<file path="src/rtl/sa_ctrl.sv">
// Sequencing controller for a systolic array: operand feed, pipeline flush, result drain.
// Optional drain watchdog enabled by defining SA_CTRL_TIMEOUT_EN.
module sa_ctrl #(
   parameter int ROWS      = 8,
   parameter int KW        = 8,
   parameter int FLUSH_CYC = 2*ROWS,
   parameter int TIMEOUT   = 64,
   localparam int IW = (ROWS > 1) ? $clog2(ROWS) : 1,
   localparam int CMAX = (FLUSH_CYC > TIMEOUT) ? FLUSH_CYC : TIMEOUT,
   localparam int CW = $clog2(CMAX + 1)
) (
   input  logic            clk,
   input  logic            rstn,
   input  logic            start,
   input  logic [KW-1:0]   k_len,
   output logic            busy,
   output logic            done,
   output logic            err,
   output logic            buf_rd_en,
   output logic [KW-1:0]   buf_rd_addr,
   output logic            core_inpvalid,
   output logic            core_outread,
   input  logic [ROWS-1:0] core_rvalid,
   input  logic            res_ready,
   output logic            res_wr,
   output logic [ROWS-1:0] res_wr_mask,
   output logic [IW-1:0]   res_idx
);

   typedef enum logic [2:0] {S_IDLE, S_FEED, S_FLUSH, S_DRAIN, S_DONE} state_t;

   state_t        state_reg, state_next;
   logic [KW-1:0] klen_reg, klen_next;
   logic [KW-1:0] addr_reg, addr_next;
   logic [CW-1:0] cnt_reg, cnt_next;
   logic [IW-1:0] idx_reg, idx_next;
   logic          inpvalid_reg;
   logic          hs;

`ifdef SA_CTRL_TIMEOUT_EN
   logic          err_reg, err_next;
`endif

   assign hs = (state_reg == S_DRAIN) && (|core_rvalid) && res_ready;

   always_ff @(posedge clk) begin
      if (!rstn) begin
         state_reg    <= S_IDLE;
         klen_reg     <= '0;
         addr_reg     <= '0;
         cnt_reg      <= '0;
         idx_reg      <= '0;
         inpvalid_reg <= 1'b0;
      end else begin
         state_reg    <= state_next;
         klen_reg     <= klen_next;
         addr_reg     <= addr_next;
         cnt_reg      <= cnt_next;
         idx_reg      <= idx_next;
         // Operand buffer has one cycle of read latency
         inpvalid_reg <= (state_reg == S_FEED);
      end
   end

`ifdef SA_CTRL_TIMEOUT_EN
   always_ff @(posedge clk) begin
      if (!rstn) err_reg <= 1'b0;
      else       err_reg <= err_next;
   end
`endif

   always_comb begin
      state_next = state_reg;
      klen_next  = klen_reg;
      addr_next  = addr_reg;
      cnt_next   = cnt_reg;
      idx_next   = idx_reg;
`ifdef SA_CTRL_TIMEOUT_EN
      err_next   = err_reg;
`endif
      case (state_reg)
         S_IDLE: begin
            addr_next = '0;
            cnt_next  = '0;
            idx_next  = '0;
`ifdef SA_CTRL_TIMEOUT_EN
            err_next  = 1'b0;
`endif
            if (start) begin
               klen_next  = k_len;
               state_next = (k_len != '0) ? S_FEED : S_DONE;
            end
         end
         S_FEED: begin
            if (addr_reg == klen_reg - 1'b1) begin
               cnt_next   = '0;
               state_next = S_FLUSH;
            end else begin
               addr_next = addr_reg + 1'b1;
            end
         end
         S_FLUSH: begin
            if (cnt_reg == CW'(FLUSH_CYC - 1)) begin
               cnt_next   = '0;
               state_next = S_DRAIN;
            end else begin
               cnt_next = cnt_reg + 1'b1;
            end
         end
         S_DRAIN: begin
            if (hs) begin
               cnt_next = '0;
               if (idx_reg == IW'(ROWS - 1)) begin
                  idx_next   = '0;
                  state_next = S_DONE;
               end else begin
                  idx_next = idx_reg + 1'b1;
               end
            end
`ifdef SA_CTRL_TIMEOUT_EN
            else if (cnt_reg == CW'(TIMEOUT - 1)) begin
               idx_next   = '0;
               err_next   = 1'b1;
               state_next = S_DONE;
            end else begin
               cnt_next = cnt_reg + 1'b1;
            end
`endif
         end
         S_DONE:  state_next = S_IDLE;
         default: state_next = S_IDLE;
      endcase
   end

   assign busy          = (state_reg == S_FEED) || (state_reg == S_FLUSH) || (state_reg == S_DRAIN);
   assign done          = (state_reg == S_DONE);
   assign buf_rd_en     = (state_reg == S_FEED);
   assign buf_rd_addr   = (state_reg == S_FEED) ? addr_reg : '0;
   assign core_inpvalid = inpvalid_reg;
   assign core_outread  = hs;
   assign res_wr        = hs;
   assign res_wr_mask   = (state_reg == S_DRAIN) ? core_rvalid : '0;
   assign res_idx       = idx_reg;

`ifdef SA_CTRL_TIMEOUT_EN
   assign err = (state_reg == S_DONE) && err_reg;
`else
   assign err = 1'b0;
`endif

endmodule
</file>
<file path="config.mk">
export PLATFORM = sky130hd
export DESIGN_NAME = sa_ctrl
export DESIGN_NICKNAME = d
export VERILOG_FILES = /design/src/rtl/sa_ctrl.sv
export SDC_FILE = /design/constraint.sdc
export NUM_CORES = 1
export LEC_CHECK = 0
export BUFFER_PORTS_ARGS = -buffer_cell sky130_fd_sc_hd__buf_2
export CAP_MARGIN = 20
export CORE_MARGIN = 4
export CORE_UTILIZATION = 50
export CTS_CLUSTER_SIZE = 12
export DETAILED_ROUTE_END_ITERATION = 10
export PLACE_DENSITY_LB_ADDON = 0.2
export SYNTH_ARGS = -nofsm -noshare
export SYNTH_HDL_FRONTEND = slang
export SYNTH_SLANG_ARGS = --single-unit
</file>
<file path="constraint.sdc">
create_clock -name clk -period 5.8 [get_ports clk]
set_input_delay 0.87 -clock clk [delete_from_list [all_inputs] [get_ports clk]]
set_output_delay 0.87 -clock clk [all_outputs]
set_load 0.005 [all_outputs]
</file>
# Word level (Yosys, flattened, before mapping)
# Index checks and enable logic that the tools add are counted.
[word_totals] latchBits=0 mem_bits_rw=0 register_bits=30 rom_bits=0 memories=0
[classes] n_shift=0 eq_ne=13 div_mod_pow=0 mul=0 n_bitwise=0 reduce_logical=15 n_addsub=4 muxes=18 magnitude_cmp=0
[ops] operator="$pmux W7 S4" count=1
[ops] operator="$mux W3" count=8
[ops] operator="$mux W8" count=3
[ops] operator="$mux W7" count=3
[ops] operator="$pmux W8 S2" count=1
[ops] operator="$pmux W3 S4" count=1
[ops] operator="$add A8 B1 Y8 const B" count=1
[ops] operator="$eq A8 B8 Y1" count=1
[ops] operator="$ne A2 B2 Y1 const B" count=4
[ops] operator="$reduce_bool A8 Y1" count=1
[ops] operator="$reduce_or A8 Y1" count=1
[ops] operator="$sub A8 B1 Y8 const B" count=1
[ops] operator="$add A7 B1 Y7 const B" count=1
[ops] operator="$eq A7 B4 Y1 const B" count=1
[ops] operator="$eq A3 B2 Y1 const B" count=2
[ops] operator="$eq A3 B3 Y1 const B" count=2
[ops] operator="$pmux W3 S2" count=1
[ops] operator="$reduce_and A2 Y1" count=3
[ops] operator="$reduce_and A5 Y1" count=1
[ops] operator="$ne A2 B1 Y1 const B" count=2
[ops] operator="$reduce_bool A2 Y1" count=2
[ops] operator="$reduce_bool A4 Y1" count=1
[ops] operator="$add A3 B1 Y3 const B" count=1
[ops] operator="$eq A3 B1 Y1 const B" count=1
[ops] operator="4 further kinds" count=6

# Depth between registers and ports, before layout
# Gate-level depths: netlist (run 1).
[logic_depth] ltp_word=5 depth_mapped=8 depth_no_buf=8

# Worst setup path before layout (run 1)
# OpenSTA, ideal clock, no wires.
[synth_path] kind="input -> output" from="input core_rvalid[2]" to="output res_wr" setup_slack_ns=3.077 t_arrival_ns=1.853 path_stages=4 cell_sequence="or4_1 o21ai_1 nor3_1 buf_4"
[synth_via] elab_chain_len=3
[synth_rtl] element="start, declared" line_no="23" rtl="input logic [ROWS-1:0] core_rvalid,"
[synth_rtl] element="$reduce_or A8 Y1" line_no="44" rtl="assign hs = (state_reg == S_DRAIN) && (|core_rvalid) && res_ready;"
[synth_rtl] element="$logic_and A1 B1 Y1 (2 in series)" line_no="44"
[synth_rtl] element="end, declared" line_no="25" rtl="output logic res_wr,"
# Every way passes these cells.

# Worst setup path after layout (run 1)
[layout_path] from="input core_rvalid[2]" to="output core_outread"
[layout_via] elab_chain_len=3
[layout_rtl] element="$reduce_or A8 Y1" line_no="44"
[layout_rtl] element="$logic_and A1 B1 Y1 (2 in series)" line_no="44"
[layout_rtl] element="end, declared" line_no="22" rtl="output logic core_outread,"
# Every way passes these cells.

==> results of run 1 <==
-- metal layers --
layer  vias to the layer above  track usage, %
met5                         -               0
met4                         0            5.96
met3                         2            5.04
met2                        39            32.5
met1                       836            22.5
li1                        967               -
-- per-stage QoR --
stage               hold slack (ns)  util (%)  power [W]  std cells  worst slack [ns]
floorplan                     0.433         -   0.000517        252              3.08
global placement              0.451      58.2   0.000589        330              2.95
detailed placement            0.457      58.2   0.000594        330              2.92
CTS                           0.474      61.2   0.000805        338              2.92
global route                  0.498      61.2   0.000859        338              2.85
finish                        0.475      61.2   0.000801        338              2.92
-- power groups by stage --
stage	clock [W]	combinational, W	sequential [W]
finish	0.000209	0.000307	0.000285
detailed placement	0	0.000306	0.000288
CTS	0.000214	0.000308	0.000283
global route	0.000222	0.000345	0.000291
global placement	0	0.000301	0.000287
floorplan	0	0.000257	0.000260
-- cells in the mapped netlist, types with 2 or more instances --
master / number / area, um2
a211oi_1: 3 / 22.5
a21boi_0: 9 / 67.6
a21oi_1: 10 / 50.1
a31oi_1: 4 / 25.0
and2_1: 2 / 12.5
and3_1: 25 / 156
buf_4: 2 / 15.0
clkbuf_1: 10 / 37.5
dfxtp_1: 30 / 601
ha_1: 5 / 62.6
inv_1: 6 / 22.5
mux2i_1: 7 / 70.1
nand2_1: 37 / 139
nand2b_1: 8 / 50.1
nand3_1: 11 / 55.1
nor2_1: 15 / 56.3
nor2b_1: 5 / 31.3
nor3_1: 8 / 40.0
nor4_1: 3 / 18.8
o21a_1: 2 / 15.0
o21ai_0: 10 / 50.1
o21ai_1: 2 / 10.0
o31ai_1: 3 / 22.5
or2_2: 3 / 18.8
or3_1: 2 / 12.5
or4_1: 4 / 30.0
xnor2_1: 3 / 26.3
xor2_1: 5 / 43.8
-- worst min path at each step --
stage / endpoint / slack, ns / cells after the start
final: cnt_reg[6]$_SDFFE_PN0P_ / 0.47 / 1
after global routing: cnt_reg[6]$_SDFFE_PN0P_ / 0.50 / 1
after CTS: cnt_reg[6]$_SDFFE_PN0P_ / 0.47 / 1
after detailed placement: cnt_reg[6]$_SDFFE_PN0P_ / 0.46 / 1
after global placement: cnt_reg[6]$_SDFFE_PN0P_ / 0.45 / 1
after floorplan: cnt_reg[6]$_SDFFE_PN0P_ / 0.43 / 1
-- cell families (layout without fill, tap and decap cells) --
group,after synthesis,after routing,synth area share (%)
AOI/OAI and AO/OA,51,51,17.6
xor gates and xnor gates,8,8,3.63
adders and majority gates,5,5,3.24
buffers and inverters,20,58,4.34
DFF,30,30,31.1
muxes,7,7,3.63
other,1,1,0.194
and+or+nand+nor,130,130,36.3
-- area by class of cell --
class                   instances  share of cell area [%]
clock inverters                 3                    1.77
well taps                      48                    2.66
clock buffers                   5                    3.05
multi-input cells             202                    55.2
repair buffers                 44                    9.76
inverters                       6                   0.998
flip-flops and latches         30                    26.6
-- worst reg2reg max path: cells and delay by family (launching register included) --
family	cells	cell delay, ns
flip-flops	1	0.38
buffers and inverters	1	0.08
adder cells (fa/ha/maj)	1	0.22
AO/OA/AOI/OAI	4	1.01
AND/OR/NAND/NOR	2	0.59
==> flow_metrics.env, run 1 <==
export IMPL_status="finished clean"
export IMPL_wl_um=4510
export IMPL_cts_resized=0
export IMPL_arrival_ns=2.01
export IMPL_fin_area_um2=2260
export IMPL_worst_pin_slew_ns=0.578
export IMPL_die_w_um=70.1
export IMPL_drive_gt1_share_pct=21.7
export IMPL_crit_family="simple AND/OR/NAND/NOR gates"
export IMPL_worstPathRequired_ns=4.93
export IMPL_die_area_um2=4920
export IMPL_switching_share_pct=38.6
export IMPL_p_per_area_nw_per_um2=355
export IMPL_postCtsSetupRepairBufs=0
export IMPL_nNetsFinal=314
export IMPL_gp_congestion=0.809
export IMPL_hp_start="cnt_reg[6]$_SDFFE_PN0P_"
export IMPL_p_seq_share_pct=35.5
export IMPL_max_cap_viol_count=0
export IMPL_placed_area_um2=2150
export IMPL_top_layer="met4"
export IMPL_grt_pass1_wl_um=7620
export IMPL_start_util_pct=52.3
export IMPL_syn_area_per_cell_um2=7.66
export IMPL_regArea_um2=601
export IMPL_ctsHoldBuffers=0
export IMPL_grt_pass1_vias=1701
export IMPL_relSlewSlack_pct=61.4
export IMPL_htree_levels=2
export IMPL_port_buffers=44
export IMPL_p_switching_w=0.000309
export IMPL_track_usage_pct=18.8
export IMPL_slew_viol_final=0
export IMPL_hold_class="reg -> reg"
export IMPL_syn_cell_area_um2=1930
export IMPL_fillers=343
export IMPL_cp_max_fo=3
export IMPL_synthFlopType="dfxtp_1"
export IMPL_cts_tree="done"
export IMPL_drc_errors=0
export IMPL_async_flop_share_pct=0
export IMPL_clk_insertion_delay_late_ns=0.28
export IMPL_route_met2_wl_um=2230
export IMPL_synth_seq_cells=30
export IMPL_synth_edf_count=0
export IMPL_crit_path_end="core_outread"
export IMPL_clock_skew_ns=0.0103
export IMPL_final_cell_mix="buf_2, nand2_1, dfxtp_1"
export IMPL_syn_inst=252
export IMPL_cp_depth=5
export IMPL_post_drt_wl_per_cell_um=13.3
export IMPL_endpoint_kind="output pin"
export IMPL_cts_sinks=30
export IMPL_hpwlAfterDp_um=3250
export IMPL_power_frac_comb_pct=38.3
export IMPL_reg2reg_from="klen_reg[0]$_SDFFE_PN0P_"
export IMPL_num_rows=22
export IMPL_ant_nets=0
export IMPL_antenna_found_initial=0
export IMPL_cts_buffers=5
export IMPL_grt_setup_unrepaired="no"
export IMPL_wl_met3_um=209
export IMPL_internal_power_w=0.000491
export IMPL_peakVddDrop_mv=0.228
export IMPL_layout_commonest_cell="buf_2"
export IMPL_period_minus_slack_ns=2.88
export IMPL_path_cells="buf_2 > or4_1 > o21ai_1 > nor3_1 > buf_2"
export IMPL_synth_seq_area_share_pct=31.1
export IMPL_synth_warnings=0
export IMPL_antenna_cells=0
export IMPL_area_growth_pct=17.0
export IMPL_drt_met1_wl_um=2040
export IMPL_slowest_stage="or4_1"
export IMPL_cts_path_max_buffers=2
export IMPL_final_setup_tns_ns=0
export IMPL_core_area_um2=3690
export IMPL_r2r_end="cnt_reg[2]$_SDFFE_PN0P_"
export IMPL_synthDistinctLibCells=46
export IMPL_p_leak_nw=1.06
export IMPL_overflow=0
export IMPL_cp_common_cell="buf_2"
export IMPL_finalSetupViolations=0
export IMPL_fmaxAchievable_mhz=347
export IMPL_multi_input_area_um2=1240
export IMPL_cts_root_buffer="clkbuf_8"
export IMPL_r2r_slack_ns=3.41
export IMPL_power_frac_clock_pct=26.1
export IMPL_grt_max_degree=29
export IMPL_syn_nets=277
export IMPL_r2r_cells=8
export IMPL_path_buf_inv=2
export IMPL_first_pass_iters=4
export IMPL_final_hold_violation_count=0
export IMPL_clk_pin_slew_ns=0.06
export IMPL_vias_per_cell=5.46
export IMPL_num_vias=1844
export IMPL_path_class="in -> out"
export IMPL_startpoint="core_rvalid[2]"
export IMPL_drtIter0Drc=123
export IMPL_worst_path_largest_cell_delay_ns=0.52
export IMPL_die_h_um=70.1
export IMPL_num_io_pins=46
export IMPL_cp_start_kind="input pin"
export IMPL_period_share_pct=49.7
No activity file was read; power rests on OpenSTA's default activity.
==> run 2, diff against run 1 <==
clock period = 2.95 ns   (was 5.8 ns; I/O delays follow)
==> run 2 against run 1 <==
Net effect:
- first-iteration DRC count grew 11%
- core utilization grew 0.10 points
- cell count decreased by 0.30%
- worst setup slack lost 2.2 ns
- combinational power up 98%
- die area is the same
==> flow_metrics.env, run 2 (same netlist as run 1, synthesis figures left out) <==
export IMPL_status="finished clean"
export IMPL_cts_path_max_buffers=2
export IMPL_path_buf_inv=1
export IMPL_grt_pass1_vias=1671
export IMPL_path_cells="inv_1 > ha_1 > or3b_2 > a211oi_1 > o211a_1 > a21o_2 > nand2_1 > o311a_1"
export IMPL_num_rows=22
export IMPL_htree_levels=2
export IMPL_die_area_um2=4920
export IMPL_hold_class="in -> reg"
export IMPL_grt_max_degree=29
export IMPL_final_cell_mix="buf_2, nand2_1, dfxtp_1"
export IMPL_fin_area_um2=2260
export IMPL_slowest_stage="or3b_2"
export IMPL_worstPathRequired_ns=3.12
export IMPL_antenna_cells=0
export IMPL_finalSetupViolations=0
export IMPL_period_share_pct=77.3
export IMPL_cts_buffers=5
export IMPL_track_usage_pct=19.1
export IMPL_arrival_ns=2.45
export IMPL_r2r_cells=8
export IMPL_cts_tree="done"
export IMPL_area_growth_pct=17.2
export IMPL_p_leak_nw=1.05
export IMPL_gp_congestion=0.942
export IMPL_grt_setup_unrepaired="no"
export IMPL_p_per_area_nw_per_um2=705
export IMPL_drc_errors=0
export IMPL_hpwlAfterDp_um=3400
export IMPL_ant_nets=0
export IMPL_endpoint_kind="register"
export IMPL_period_minus_slack_ns=2.28
export IMPL_postCtsSetupRepairBufs=0
export IMPL_start_util_pct=52.3
export IMPL_relSlewSlack_pct=58.4
export IMPL_ctsHoldBuffers=0
export IMPL_clock_skew_ns=0.00525
export IMPL_grt_pass1_wl_um=7720
export IMPL_pre_cts_slack_ns=0.688
export IMPL_layout_commonest_cell="buf_2"
export IMPL_port_buffers=44
export IMPL_first_pass_iters=4
export IMPL_final_hold_violation_count=0
export IMPL_final_setup_tns_ns=0
export IMPL_overflow=0
export IMPL_num_io_pins=46
export IMPL_fin_cells=337
export IMPL_core_area_um2=3690
export IMPL_cts_sinks=30
export IMPL_cp_depth=8
export IMPL_antenna_found_initial=0
export IMPL_die_w_um=70.1
export IMPL_cp_start_kind="register"
export IMPL_drive_gt1_share_pct=21.5
export IMPL_cts_root_buffer="clkbuf_8"
export IMPL_cts_resized=0
export IMPL_post_drt_wl_per_cell_um=13.7
export IMPL_fmaxAchievable_mhz=439
export IMPL_clk_pin_slew_ns=0.07
export IMPL_vias_per_cell=5.58
export IMPL_wl_um=4630
export IMPL_crit_family="compound AO/OA/AOI/OAI gates"
export IMPL_max_cap_viol_count=0
export IMPL_clk_insertion_delay_late_ns=0.28
export IMPL_hold_depth=3
export IMPL_num_vias=1881
export IMPL_die_h_um=70.1
export IMPL_slew_viol_final=0
export IMPL_worst_pin_slew_ns=0.623
export IMPL_drtIter0Drc=137
export IMPL_peakVddDrop_mv=0.516
export IMPL_path_class="reg -> reg"
export IMPL_cp_max_fo=7
export IMPL_worst_path_largest_cell_delay_ns=0.46
export IMPL_placed_area_um2=2150
export IMPL_setup_ws_ns=0.671
export IMPL_nNetsFinal=314
export IMPL_placed_cells=330
==> run 2: cell type report <==
class	instances	area (um2)
well taps	48	60.1
clock inverters	1	30.0
inverters	6	22.5
clock buffers	6	82.6
fillers	358	1430
multi-input cells	202	1240
repair buffers	44	220
flip-flops and latches	30	601
==> run 2: worst paths after layout <==
kind / slack (ns) / endpoint / startpoint
max: 0.67 / cnt_reg[2]$_SDFFE_PN0P_ / klen_reg[0]$_SDFFE_PN0P_
min: 0.42 / klen_reg[3]$_SDFFE_PN0P_ / k_len[3]
max reg2reg: 0.67 / cnt_reg[2]$_SDFFE_PN0P_ / klen_reg[0]$_SDFFE_PN0P_
min reg2reg: 0.47 / cnt_reg[6]$_SDFFE_PN0P_ / cnt_reg[6]$_SDFFE_PN0P_
==> run 2: metrics by stage <==
stage	util, %	hold WS (ns)	power [W]
final	61.3	0.416	0.00159
after global routing	61.3	0.407	0.00170
after CTS	61.3	0.409	0.00160
after detailed placement	58.2	0.454	0.00117
after global placement	58.2	0.448	0.00116
after floorplan	-	0.433	0.00102
==> run 2: worst min-delay path: stages <==
cell      delay (ns)
buf_2           0.10
nand2_1         0.04
a21boi_0        0.06
==> run 2: layer usage <==
metal  global-route usage [%]  vias up  wire length [um]
li1                         -      966                 -
met3                     4.75        4               167
met2                     31.1       31              2280
met4                     7.02        0                55
met5                        0        -                 0
met1                     24.4      880              2130
==> run 2: power by group <==
group	leakage [nW]	internal (W)	switching (W)
Clock	0.0573	0.000270	0.000153
Sequential	0.244	0.000456	0.000107
Combinational	0.754	0.000262	0.000345
Total	1.05	0.000988	0.000606
==> run 3, diff against run 2 <==
CORE_UTILIZATION = 48   (was 50)
clock period = 1.9 ns   (was 2.95 ns; I/O delays follow)
==> run 3 against run 2 <==
Net effect:
- largest cell class unchanged
- critical endpoint is now addr_reg[7]$_SDFFE_PN0P_
- highest routed layer unchanged
- worst setup slack got worse by 0.71 ns
- fmax is 18% higher
- global-route usage is 0.81 points higher
- the flow now finishes with violations (negative setup slack)
==> flow_metrics.env, run 3 (same netlist as run 1, synthesis figures left out) <==
export IMPL_area_growth_pct=31.2
export IMPL_relSlewSlack_pct=66.1
export IMPL_p_per_area_nw_per_um2=1050
export IMPL_hp_start="k_len[3]"
export IMPL_cts_sinks=30
export IMPL_grt_pass1_vias=1882
export IMPL_vias_per_cell=5.46
export IMPL_track_usage_pct=19.9
export IMPL_gp_congestion=0.779
export IMPL_period_share_pct=102
export IMPL_period_minus_slack_ns=1.94
export IMPL_grt_max_degree=28
export IMPL_path_class="reg -> reg"
export IMPL_cp_max_fo=4
export IMPL_reg2reg_from="klen_reg[0]$_SDFFE_PN0P_"
export IMPL_multi_input_area_um2=1330
export IMPL_setup_ws_ns=-0.0366
export IMPL_cts_root_buffer="clkbuf_8"
export IMPL_final_setup_tns_ns=-0.191
export IMPL_clock_skew_ns=0.00408
export IMPL_nNetsFinal=340
export IMPL_endpoint_kind="register"
export IMPL_hold_class="in -> reg"
export IMPL_port_buffers=44
export IMPL_r2r_cells=8
export IMPL_final_hold_violation_count=0
export IMPL_slew_viol_final=0
export IMPL_whs_endpoint="klen_reg[3]$_SDFFE_PN0P_"
export IMPL_core_area_um2=3770
export IMPL_arrival_ns=2.15
export IMPL_cp_start_kind="register"
export IMPL_num_vias=1989
export IMPL_fin_area_um2=2530
export IMPL_drtIter0Drc=123
export IMPL_p_leak_nw=1.20
export IMPL_layout_commonest_cell="buf_2"
export IMPL_grt_setup_unrepaired="yes"
export IMPL_die_w_um=71.4
export IMPL_fmaxAchievable_mhz=516
export IMPL_die_h_um=71.4
export IMPL_clk_insertion_delay_late_ns=0.28
export IMPL_drive_gt1_share_pct=34.5
export IMPL_hold_depth=3
export IMPL_placed_area_um2=2360
export IMPL_r2r_slack_ns=-0.04
export IMPL_drc_errors=0
export IMPL_status="finished with violations"
export IMPL_cts_path_max_buffers=2
export IMPL_worst_pin_slew_ns=0.507
export IMPL_antenna_found_initial=0
export IMPL_start_util_pct=51.2
export IMPL_wl_um=5040
export IMPL_worstPathRequired_ns=2.11
export IMPL_fillers=334
export IMPL_clk_pin_slew_ns=0.06
export IMPL_hpwlAfterDp_um=3750
export IMPL_first_pass_iters=4
export IMPL_cts_tree="done"
export IMPL_htree_levels=2
export IMPL_ant_nets=0
export IMPL_regArea_um2=606
export IMPL_r2r_end="addr_reg[7]$_SDFFE_PN0P_"
export IMPL_final_cell_mix="buf_2, nand2_1, dfxtp_1"
export IMPL_num_io_pins=46
export IMPL_peakVddDrop_mv=0.680
export IMPL_finalSetupViolations=8
export IMPL_num_rows=22
export IMPL_cts_buffers=5
export IMPL_die_area_um2=5100
export IMPL_antenna_cells=0
export IMPL_max_cap_viol_count=0
export IMPL_post_drt_wl_per_cell_um=13.9
export IMPL_overflow=0
export IMPL_grt_pass1_wl_um=8270
export IMPL_violations="negative setup slack"
==> run 3: worst max-delay path by stage <==
| stage | slack, ns | endpoint | depth (start not counted) | startpoint |
|---|---|---|---|---|
| after floorplan | 0.01 | cnt_reg[2]$_SDFFE_PN0P_ | 8 | klen_reg[0]$_SDFFE_PN0P_ |
| after global placement | -0.03 | cnt_reg[1]$_SDFFE_PN0P_ | 8 | klen_reg[1]$_SDFFE_PN0P_ |
| after detailed placement | -0.08 | cnt_reg[5]$_SDFFE_PN0P_ | 8 | klen_reg[1]$_SDFFE_PN0P_ |
| after CTS | -0.02 | addr_reg[3]$_SDFFE_PN0P_ | 8 | klen_reg[0]$_SDFFE_PN0P_ |
| after global routing | -0.12 | cnt_reg[2]$_SDFFE_PN0P_ | 8 | klen_reg[1]$_SDFFE_PN0P_ |
| final | -0.04 | addr_reg[7]$_SDFFE_PN0P_ | 8 | klen_reg[0]$_SDFFE_PN0P_ |
==> run 3: final cells by class <==
type / count / area share [%]
Sequential cell: 30 / 23.9
Clock inverter: 1 / 0.198
Timing Repair Buffer: 70 / 16.6
Clock buffer: 7 / 3.41
Multi-Input combinational cell: 202 / 52.6
Tap cell: 48 / 2.37
Inverter: 6 / 0.890
==> run 3: what timing repair did <==
action / in CTS / in global routing
pin swaps: 9 / 4
gates resized for setup: 8 / 10
endpoints found under the setup margin: 15 / 18
hold buffers: 0 / 0
setup buffers: 2 / 0
hold endpoints to repair: 0 / 0
==> run 3: where the power goes <==
group | internal (W) | switching, W | total (W)
Combinational | 0.000639 | 0.000685 | 0.00132
Clock | 0.000292 | 0.000236 | 0.000527
Sequential | 0.000713 | 0.000102 | 0.000815
==> run 3: metrics by stage <==
stage | power [W] | setup WS, ns | hold slack (ns) | utilization, % | cells
floorplan | 0.00164 | 0.0105 | 0.422 | - | 252
global placement | 0.00205 | -0.0324 | 0.448 | 62.7 | 354
detailed placement | 0.00206 | -0.0770 | 0.469 | 62.7 | 354
CTS | 0.00266 | -0.0208 | 0.250 | 66.2 | 364
global route | 0.00286 | -0.119 | 0.271 | 67.1 | 364
finish | 0.00267 | -0.0366 | 0.254 | 67.1 | 364
==> run 3: worst max-delay path, cell delays in order, from the launching register on <==
cell     delay, ns
dfxtp_2       0.36
inv_2         0.05
ha_4          0.16
buf_4         0.13
and3_4        0.13
o22a_1        0.21
and4_4        0.22
or4_4         0.47
a21oi_1       0.14
==> run 3: routing by layer <==
metal | up-vias | wire (um) | global-route usage (%)
met3 | 7 | 263 | 5.05
met5 | - | 0 | 0
met4 | 0 | 77 | 5.85
met2 | 44 | 2440 | 33.9
li1 | 1017 | - | -
met1 | 921 | 2260 | 24.8
